## src/rtl/nvdla_sdp_pkg.sv

```systemverilog
// rtl/nvdla_sdp_pkg.sv - shared SDP Y-core channel constants, payload types and pointer helper
package nvdla_sdp_pkg;

  localparam int SDP_Y_OP_WIDTH = 128;

  typedef logic [SDP_Y_OP_WIDTH-1:0] sdp_y_op_pd_t;

  typedef struct packed {
    logic         vld;
    sdp_y_op_pd_t pd;
  } sdp_y_op_chn_t;

  // Ring-pointer increment for storage depths that need not be a power of two.
  function automatic int unsigned ptr_wrap_inc(input int unsigned ptr, input int unsigned depth);
    return (ptr >= depth - 1) ? 0 : ptr + 1;
  endfunction

endpackage

```

## src/rtl/sdp_y_core_skid_mem.sv

```systemverilog
// rtl/sdp_y_core_skid_mem.sv - DEPTH x WIDTH skid storage, one write port, one async read port
module sdp_y_core_skid_mem #(
  parameter int WIDTH = 128,
  parameter int DEPTH = 2,
  parameter int AW    = 1
) (
  input  logic             nvdla_core_clk,
  input  logic             nvdla_core_rstn,
  input  logic             we,
  input  logic [AW-1:0]    waddr,
  input  logic [WIDTH-1:0] wdata,
  input  logic [AW-1:0]    raddr,
  output logic [WIDTH-1:0] rdata
);

  logic [WIDTH-1:0] mem_q [DEPTH];

  // Entries clear on reset so a stale beat can never be observed after a reset.
  always_ff @(posedge nvdla_core_clk or negedge nvdla_core_rstn) begin
    if (!nvdla_core_rstn) begin
      for (int i = 0; i < DEPTH; i++) mem_q[i] <= '0;
    end else if (we) begin
      mem_q[waddr] <= wdata;
    end
  end

  assign rdata = mem_q[raddr];

endmodule

```

## src/rtl/sdp_y_core_chn_skid_fifo.sv

```systemverilog
// rtl/sdp_y_core_chn_skid_fifo.sv - Y-core operand channel skid FIFO with optional bypass and flush
module sdp_y_core_chn_skid_fifo
  import nvdla_sdp_pkg::*;
#(
  parameter int WIDTH  = SDP_Y_OP_WIDTH,
  parameter int DEPTH  = 2,
  parameter int BYPASS = 1
) (
  input  logic                       nvdla_core_clk,
  input  logic                       nvdla_core_rstn,
  input  logic                       in_vld,
  output logic                       in_rdy,
  input  logic [WIDTH-1:0]           in_pd,
  output logic                       out_vld,
  input  logic                       out_rdy,
  output logic [WIDTH-1:0]           out_pd,
  input  logic                       flush,
  output logic [$clog2(DEPTH+1)-1:0] count,
  output logic                       ovf_err
);

  localparam int   CNT_W = $clog2(DEPTH + 1);
  localparam int   PTR_W = (DEPTH > 1) ? $clog2(DEPTH) : 1;
  localparam logic BYP   = (BYPASS != 0);

  logic [CNT_W-1:0] count_q, count_d;
  logic [PTR_W-1:0] wr_ptr_q, wr_ptr_d;
  logic [PTR_W-1:0] rd_ptr_q, rd_ptr_d;
  logic             stall_q, stall_d;
  logic [WIDTH-1:0] stall_pd_q;
  logic             ovf_q, ovf_d;
  logic             empty, full, acc, deq, push, pop;
  logic [WIDTH-1:0] rd_data;

  // in_rdy depends only on registered occupancy; a full buffer takes a one-cycle bubble.
  assign empty   = (count_q == '0);
  assign full    = (count_q == CNT_W'(DEPTH));
  assign in_rdy  = !full;
  assign out_vld = !empty || (BYP && in_vld);
  assign out_pd  = (BYP && empty) ? in_pd : rd_data;
  assign acc     = in_vld && in_rdy;
  assign deq     = out_vld && out_rdy;
  // A beat consumed straight through the bypass path never occupies storage.
  assign push    = acc && !(BYP && empty && out_rdy);
  assign pop     = deq && !empty;
  assign count   = count_q;
  assign ovf_err = ovf_q;

  sdp_y_core_skid_mem #(
    .WIDTH (WIDTH),
    .DEPTH (DEPTH),
    .AW    (PTR_W)
  ) u_mem (
    .nvdla_core_clk  (nvdla_core_clk),
    .nvdla_core_rstn (nvdla_core_rstn),
    .we              (push && !flush),
    .waddr           (wr_ptr_q),
    .wdata           (in_pd),
    .raddr           (rd_ptr_q),
    .rdata           (rd_data)
  );

  // Next-state: flush wins over push/pop; protocol checker watches for payload change under stall.
  always_comb begin
    wr_ptr_d = wr_ptr_q;
    rd_ptr_d = rd_ptr_q;
    count_d  = count_q;
    if (flush) begin
      wr_ptr_d = '0;
      rd_ptr_d = '0;
      count_d  = '0;
    end else begin
      if (push) wr_ptr_d = PTR_W'(ptr_wrap_inc(32'(wr_ptr_q), DEPTH));
      if (pop)  rd_ptr_d = PTR_W'(ptr_wrap_inc(32'(rd_ptr_q), DEPTH));
      count_d = count_q + CNT_W'(push) - CNT_W'(pop);
    end
    stall_d = in_vld && !in_rdy;
    ovf_d   = ovf_q || (stall_q && in_vld && (in_pd != stall_pd_q));
  end

  // State registers with asynchronous active-low reset.
  always_ff @(posedge nvdla_core_clk or negedge nvdla_core_rstn) begin
    if (!nvdla_core_rstn) begin
      count_q    <= '0;
      wr_ptr_q   <= '0;
      rd_ptr_q   <= '0;
      stall_q    <= 1'b0;
      stall_pd_q <= '0;
      ovf_q      <= 1'b0;
    end else begin
      count_q    <= count_d;
      wr_ptr_q   <= wr_ptr_d;
      rd_ptr_q   <= rd_ptr_d;
      stall_q    <= stall_d;
      stall_pd_q <= in_pd;
      ovf_q      <= ovf_d;
    end
  end

endmodule

```

## config.mk

```make
export PLATFORM = sky130hd
export DESIGN_NAME = sdp_y_core_chn_skid_fifo
export DESIGN_NICKNAME = d
export VERILOG_FILES = /design/src/rtl/nvdla_sdp_pkg.sv /design/src/rtl/sdp_y_core_skid_mem.sv /design/src/rtl/sdp_y_core_chn_skid_fifo.sv
export SDC_FILE = /design/constraint.sdc
export NUM_CORES = 1
export LEC_CHECK = 0
export CAP_MARGIN = 20
export CORE_MARGIN = 8
export CORE_UTILIZATION = 50
export CTS_CLUSTER_DIAMETER = 150
export DETAILED_ROUTE_END_ITERATION = 10
export DONT_BUFFER_PORTS = 1
export GPL_TIMING_DRIVEN = 0
export MAX_ROUTING_LAYER = met4
export PLACE_DENSITY_LB_ADDON = 0.08
export SLEW_MARGIN = 10
export SYNTH_ARGS = -nofsm -noshare
export SYNTH_HDL_FRONTEND = slang
export SYNTH_SLANG_ARGS = --single-unit
```

## constraint.sdc

```tcl
create_clock -name nvdla_core_clk -period 3.1 [get_ports nvdla_core_clk]
set_clock_uncertainty 0.05 [all_clocks]
set_input_delay 0.31 -clock nvdla_core_clk [delete_from_list [all_inputs] [get_ports nvdla_core_clk]]
set_output_delay 0.31 -clock nvdla_core_clk [all_outputs]
set_load 0.01 [all_outputs]
```

# [Word-level counts from Yosys, hierarchy flattened]
# Index checks and enable logic that the tools add are counted.
[classes] n_bitwise=2 addsub=4 eq_ne=2 n_lt_le_gt_ge=5 n_reduce_logical=19 muxes=14
[ops] op="$mux 128" n=5
[ops] op="$bwmux 256" n=1
[ops] op="$demux 128 s1" n=1
[ops] op="$ne 128x128->1" n=1
[ops] op="$logic_and 1x1->1" n=10
[ops] op="$mux 1" n=6
[ops] op="$ge 2x2->1 const B" n=2
[ops] op="$logic_not 1->1" n=4
[ops] op="$not 1->2" n=2
[ops] op="$reduce_bool 2->1" n=2
[ops] op="$add 1x1->1 const B" n=2
[ops] op="$add 2x1->2" n=1
[ops] op="$eq 2x2->1 const B" n=1
[ops] op="$ge 1x1->1 const B" n=2
[ops] op="$logic_not 2->1" n=1
[ops] op="$logic_or 1x1->1" n=2
[ops] op="$lt 2x1->1 const B" n=1
[ops] op="$mux 2" n=1
[ops] op="$sub 2x1->2" n=1
[word_totals] reg_bits=390 out_inout_bits=133 elab_cells=54 inputBits=133

# [Longest topological paths before layout]
[logic_depth] ltp_word=7 depth_mapped=8 ltp_nobuf=7

# [Hierarchy]
# From an unflattened synthesis, not the netlist that was laid out.
[unflattened] cells_unflattened=1152 area_unflattened_um2=17499.3
[by_module_without_submodules] mod="sdp_y_core_skid_mem" cells_per_inst=684 seq_area_each_um2=6406.1 area_each_um2=11118.2 n_inst=1
[by_module_without_submodules] mod="sdp_y_core_chn_skid_fifo" cells_per_inst=468 seq_area_each_um2=3353.2 area_each_um2=6381.1 n_inst=1

# [Worst setup path after synthesis]
# No wires, ideal clock.
[synth_path] path_type="register to register" start="register count_q[1] (netlist: count[1])" end="register count_q[0] (netlist: count[0])" path_buffers=1 required_time_ns=2.932 path_slack_ns=1.237 stages_incl_launch_ff=8 arrival_ns=1.696 path_cell_list="dfrtp_1 > or2_2 > clkbuf_1 > and2_1 > ha_1 > inv_1 > ha_1 > nor2b_1"
[synth_via] elab_chain_len=7 word_cells_on_any_way=14
[synth_lines] item="start: declaration" line="sdp_y_core_chn_skid_fifo.sv:26" text="logic [CNT_W-1:0] count_q, count_d;"
[synth_lines] item="start signal: assignment" line="sdp_y_core_chn_skid_fifo.sv:91" text="count_q <= count_d;"
[synth_lines] item="$eq 2x2->1 / $logic_not 2->1 (equally long branches)" line="sdp_y_core_chn_skid_fifo.sv:37, sdp_y_core_chn_skid_fifo.sv:36"
[synth_lines] item="$logic_not 1->1 (tied with other cells)" line="sdp_y_core_chn_skid_fifo.sv:38" text="assign in_rdy = !full;"
[synth_lines] item="$logic_and 1x1->1 (tied with other cells)" line="sdp_y_core_chn_skid_fifo.sv:41" text="assign acc = in_vld && in_rdy;"
[synth_lines] item="$logic_and 1x1->1 (on tied branches)" line="sdp_y_core_chn_skid_fifo.sv:44, sdp_y_core_chn_skid_fifo.sv:42"
[synth_lines] item="$add 2x1->2 / $logic_and 1x1->1 (equally long branches)" line="sdp_y_core_chn_skid_fifo.sv:75, sdp_y_core_chn_skid_fifo.sv:45"
[synth_lines] item="$sub 2x1->2 (*)" line="sdp_y_core_chn_skid_fifo.sv:75" text="count_d = count_q + CNT_W'(push) - CNT_W'(pop);"
[synth_lines] item="$mux 2 (*)" line="sdp_y_core_chn_skid_fifo.sv:68" text="if (flush) begin"
[synth_lines] item="via count_d[0]" line="sdp_y_core_chn_skid_fifo.sv:26"
# Mark *: on every way through the listed nets, which the timed path passes. The rest lies on a longest branch.
# A chain may end at the register's enable or synchronous reset.

# [Worst setup path after layout]
[layout_path] start="register count_q[0] (netlist: count[0])" end="output out_pd[33]"
[layout_via] elab_chain_len=2
[layout_lines] item="$logic_not 2->1" line="sdp_y_core_chn_skid_fifo.sv:36" text="assign empty = (count_q == '0);"
[layout_lines] item="$mux 128" line="sdp_y_core_chn_skid_fifo.sv:40" text="assign out_pd = (BYP && empty) ? in_pd : rd_data;"
[layout_lines] item="end: declaration" line="sdp_y_core_chn_skid_fifo.sv:16" text="output logic [WIDTH-1:0] out_pd,"
# No other way between the ends.

==> impl_results.md <==
* Final Cycle Share at 95.1%
* Chip height at 201 µm
* Max cap viols at 0
* Final ANT Viol Nets at 0
* Largest net degree at the start of global routing at 391
* Port bufs at 0
* Root Driver: clkbuf_16
* CTS tree: built
* Sw Ratio at 34.7%
* Sequential-to-total area share from yosys stat at 57.1%
* Multiplexer area fraction after synthesis at 24.4%
* Slew @ Worst Pin at 1370 ps
* Reg clk slew, reported paths at 60 ps
* CTS max path bufs at 3
* Cells on worst reg2reg path at 6
* Power Dens Cells at 948 nW/µm²
* Clk_lat worst skew at 530 ps
* Synth Area in Simple Gates at 4.77%
* CTS Buf Count at 42
* Comb power frac at 34.4%
* XOR/XNOR Fraction of Synth Area at 6.77%
* Starting Density at 50.8%
* Critical path depth in cells at 6
* Die Area at 40300 µm²
* Critical-path top delay cell: dfrtp_1
* Status: complete, but fails checks
* Detail Placement HPWL at 32700 µm
* GR Util met2 at 40.4%
* H-Tree Depth at 2
* F_max at 339 MHz
* Initial DRC count at 620
* Adder-cell share of the synthesized area at 0.146%
* WL final at 52200 µm
* Pre-CTS setup slack at 180 ps
* Largest family of logic cells by synthesized area: multiplexers
* Crit. End Element: output pin
* Share of cells above drive strength 1 at 25.5%
* Global route hottest layer: met2
* Final setup fails at 0
* Critical path required time at 2740 ps
* GR Overflow Total at 0
* Slew Limit Headroom at 8.75%
* Power, Total at 19.2 mW
* P_leak at 8.69 nW
* Fraction of the mapped netlist area in compound gates at 3.85%
* Residual DRC count at 0
* Chip width at 201 µm
* Max Fanout on Critical Path at 10
* Core Area at 33600 µm²
* GR Layer Usage met3 at 5.26%
* Critical Path, Cell by Cell: or2_2 -> clkbuf_1 -> buf_2 -> buf_2 -> nor2_1 -> a21oi_1
* Synth cell types at 25
* Seq cells post-synth at 390
* RSZ-0062 raised after global routing: false
* First-pass DRT Iterations at 5
* Share of power burned in registers at 40.5%
* Fin util at 60.4%
* Post-CTS Setup Inserts at 0
* Cell Int Power at 12.6 mW
* Fin cells at 1947
* Crit path top cell by count: buf_2
* Cell Area, Synth at 17100 µm²
* Critical path class: reg -> out
* Worst hold slack at -576 ps
* CP max stage delay at 520 ps
* # placed instances at 1744
* Post-CTS Hold Buffers at 130
* DP Area at 17600 µm²
* GRT Overall Usage at 26.2%
* I/O pin cnt at 266
* Crit path launch type: flop
* GPL Wtd Cong at 0.780
* Clock network fraction of design power at 25.1%
* Worst Hold Class: in -> async
* Routed wire per std cell at 26.8 µm
* Syn Inst Count at 1296
* Final non-filler cell area at 20300 µm²
* NumNets Final at 1605
* Sink count of the clock tree at 390
* Switching pwr at 6.67 mW
* Max Slew Vio Count at 0
* Num rows at 67
* Worst VDD drop at 0.000519 V
* Syn Area/Cell at 13.2 µm²
* Buf/Inv on CP at 3
* Final hold viol count at 390
* Crit path time final at 2950 ps
* First-pass GRT wire length at 77700 µm
* Initial antenna violation count at 3
* Failing checks: hold timing
* Yosys warns at 0
* Mapped Nets at 1431
* Final worst slack at 153 ps
* Fill cells at 2718
* Total number of vias at 10900
* M1 GR Usage at 35.3%
* Avg Vias per Cell at 5.60
* CP Data Arrival Time at 2590 ps
* Syn-to-layout area delta at 18.8%
* Vias in the first global route at 11400
* Crit path max-delay family: buffers and inverters
==> registers in the layout, summed over array words and instances, names as in the netlist <==
register / count
wr_ptr_q: 1
stall_pd_q: 128
rd_ptr_q: 1
u_mem.mem_q: 256
count: 2
stall_q: 1
ovf_err: 1
==> power by group through the flow <==
stage / Combinational [mW] / Sequential, mW / Clock [mW]
5_1_grt: 7.17 / 8.00 / 5.11
6_report: 6.62 / 7.79 / 4.83
2_1_floorplan: 4.92 / 7.60 / 0
3_3_place_gp: 6.34 / 7.76 / 0
4_1_cts: 6.67 / 7.76 / 4.92
3_5_place_dp: 6.44 / 7.85 / 0
==> stage by stage <==
step	hold WS, ps	TNS, ps
2_1_floorplan	-35.6	0
3_3_place_gp	-22.2	0
3_5_place_dp	-20.9	0
4_1_cts	-587	-87.2
5_1_grt	-591	0
6_report	-576	0
==> layout make-up <==
type	instances	area [µm²]	share of cell area [%]
Inverter	2	7.51	0.0370
Timing Repair Buffer	130	1300	6.41
Multi-Input combinational cell	832	6830	33.6
Clock inverter	4	20.0	0.0986
Buffer	72	505	2.49
Antenna cell	2	5.00	0.0247
Tap cell	448	561	2.76
Clock buffer	67	1310	6.45
Sequential cell	390	9760	48.1
==> cells by family after synthesis <==
logic type / Yosys count
DFF: 390
muxes: 384
and+or+nand+nor: 184
xor gates and xnor gates: 132
AOI/OAI and AO/OA: 130
buffers and inverters: 74
adders and majority gates: 2
==> cell usage after synthesis <==
| library cell | number | area [µm²] |
|---|---|---|
| nor2_1 | 134 | 503 |
| and2_1 | 1 | 6.26 |
| or2_2 | 1 | 6.26 |
| buf_2 | 31 | 155 |
| a31o_1 | 1 | 8.76 |
| inv_1 | 2 | 7.51 |
| buf_4 | 3 | 22.5 |
| dfrtp_1 | 390 | 9760 |
| buf_1 | 4 | 15.0 |
| a21oi_1 | 128 | 641 |
| xor2_1 | 130 | 1140 |
| mux2i_1 | 128 | 1280 |
| clkbuf_1 | 10 | 37.5 |
| mux2_2 | 256 | 2880 |
| or3_1 | 1 | 6.26 |
| o21ai_2 | 1 | 8.76 |
| nand4_1 | 8 | 50.1 |
| nand2_1 | 2 | 7.51 |
| nor2b_1 | 1 | 6.26 |
| ha_1 | 2 | 25.0 |
| nand2b_1 | 1 | 6.26 |
| xnor2_1 | 2 | 17.5 |
| nor4_1 | 34 | 213 |
| buf_6 | 24 | 270 |
| nor3_2 | 1 | 10.0 |
==> layout by cell type (no fill, tap or decap), types with 4 or more instances in the layout <==
| master | instances |
|---|---|
| clkinv_2 | 4 |
| clkbuf_8 | 10 |
| a21oi_1 | 126 |
| nor2_1 | 134 |
| xor2_1 | 130 |
| buf_2 | 33 |
| buf_6 | 24 |
| clkbuf_16 | 45 |
| dfrtp_1 | 390 |
| nand4_1 | 8 |
| buf_1 | 4 |
| dlygate4sd3_1 | 130 |
| mux2_2 | 256 |
| nor4_1 | 34 |
| mux2i_1 | 128 |
| clkbuf_1 | 18 |
==> layer usage <==
layer	wire length, µm	vias to the layer above	share of wire (%)
met4	1180	0	2.3
li1	-	4865	-
met3	2900	70	5.6
met1	23700	5689	45
met2	24400	272	47
met5	0	-	0
==> worst paths after layout <==
path | startpoint | to | slack (ps)
min in group nvdla_core_clk | in_vld | wr_ptr_q | 30
setup / recovery | count[0] | out_pd[33] | 150
max in group asynchronous | nvdla_core_rstn | u_mem.mem_q[123] | 2470
setup reg to reg | stall_pd_q[121] | ovf_err | 620
hold reg to reg | stall_q | ovf_err | 440
hold / removal | nvdla_core_rstn | stall_pd_q[114] | -580
==> timing repair <==
action	in CTS	in global routing
resized for setup	3	6
endpoints found under the hold margin	780	390
setup endpoints to repair	128	12
(Power assumes the default switching activity.)
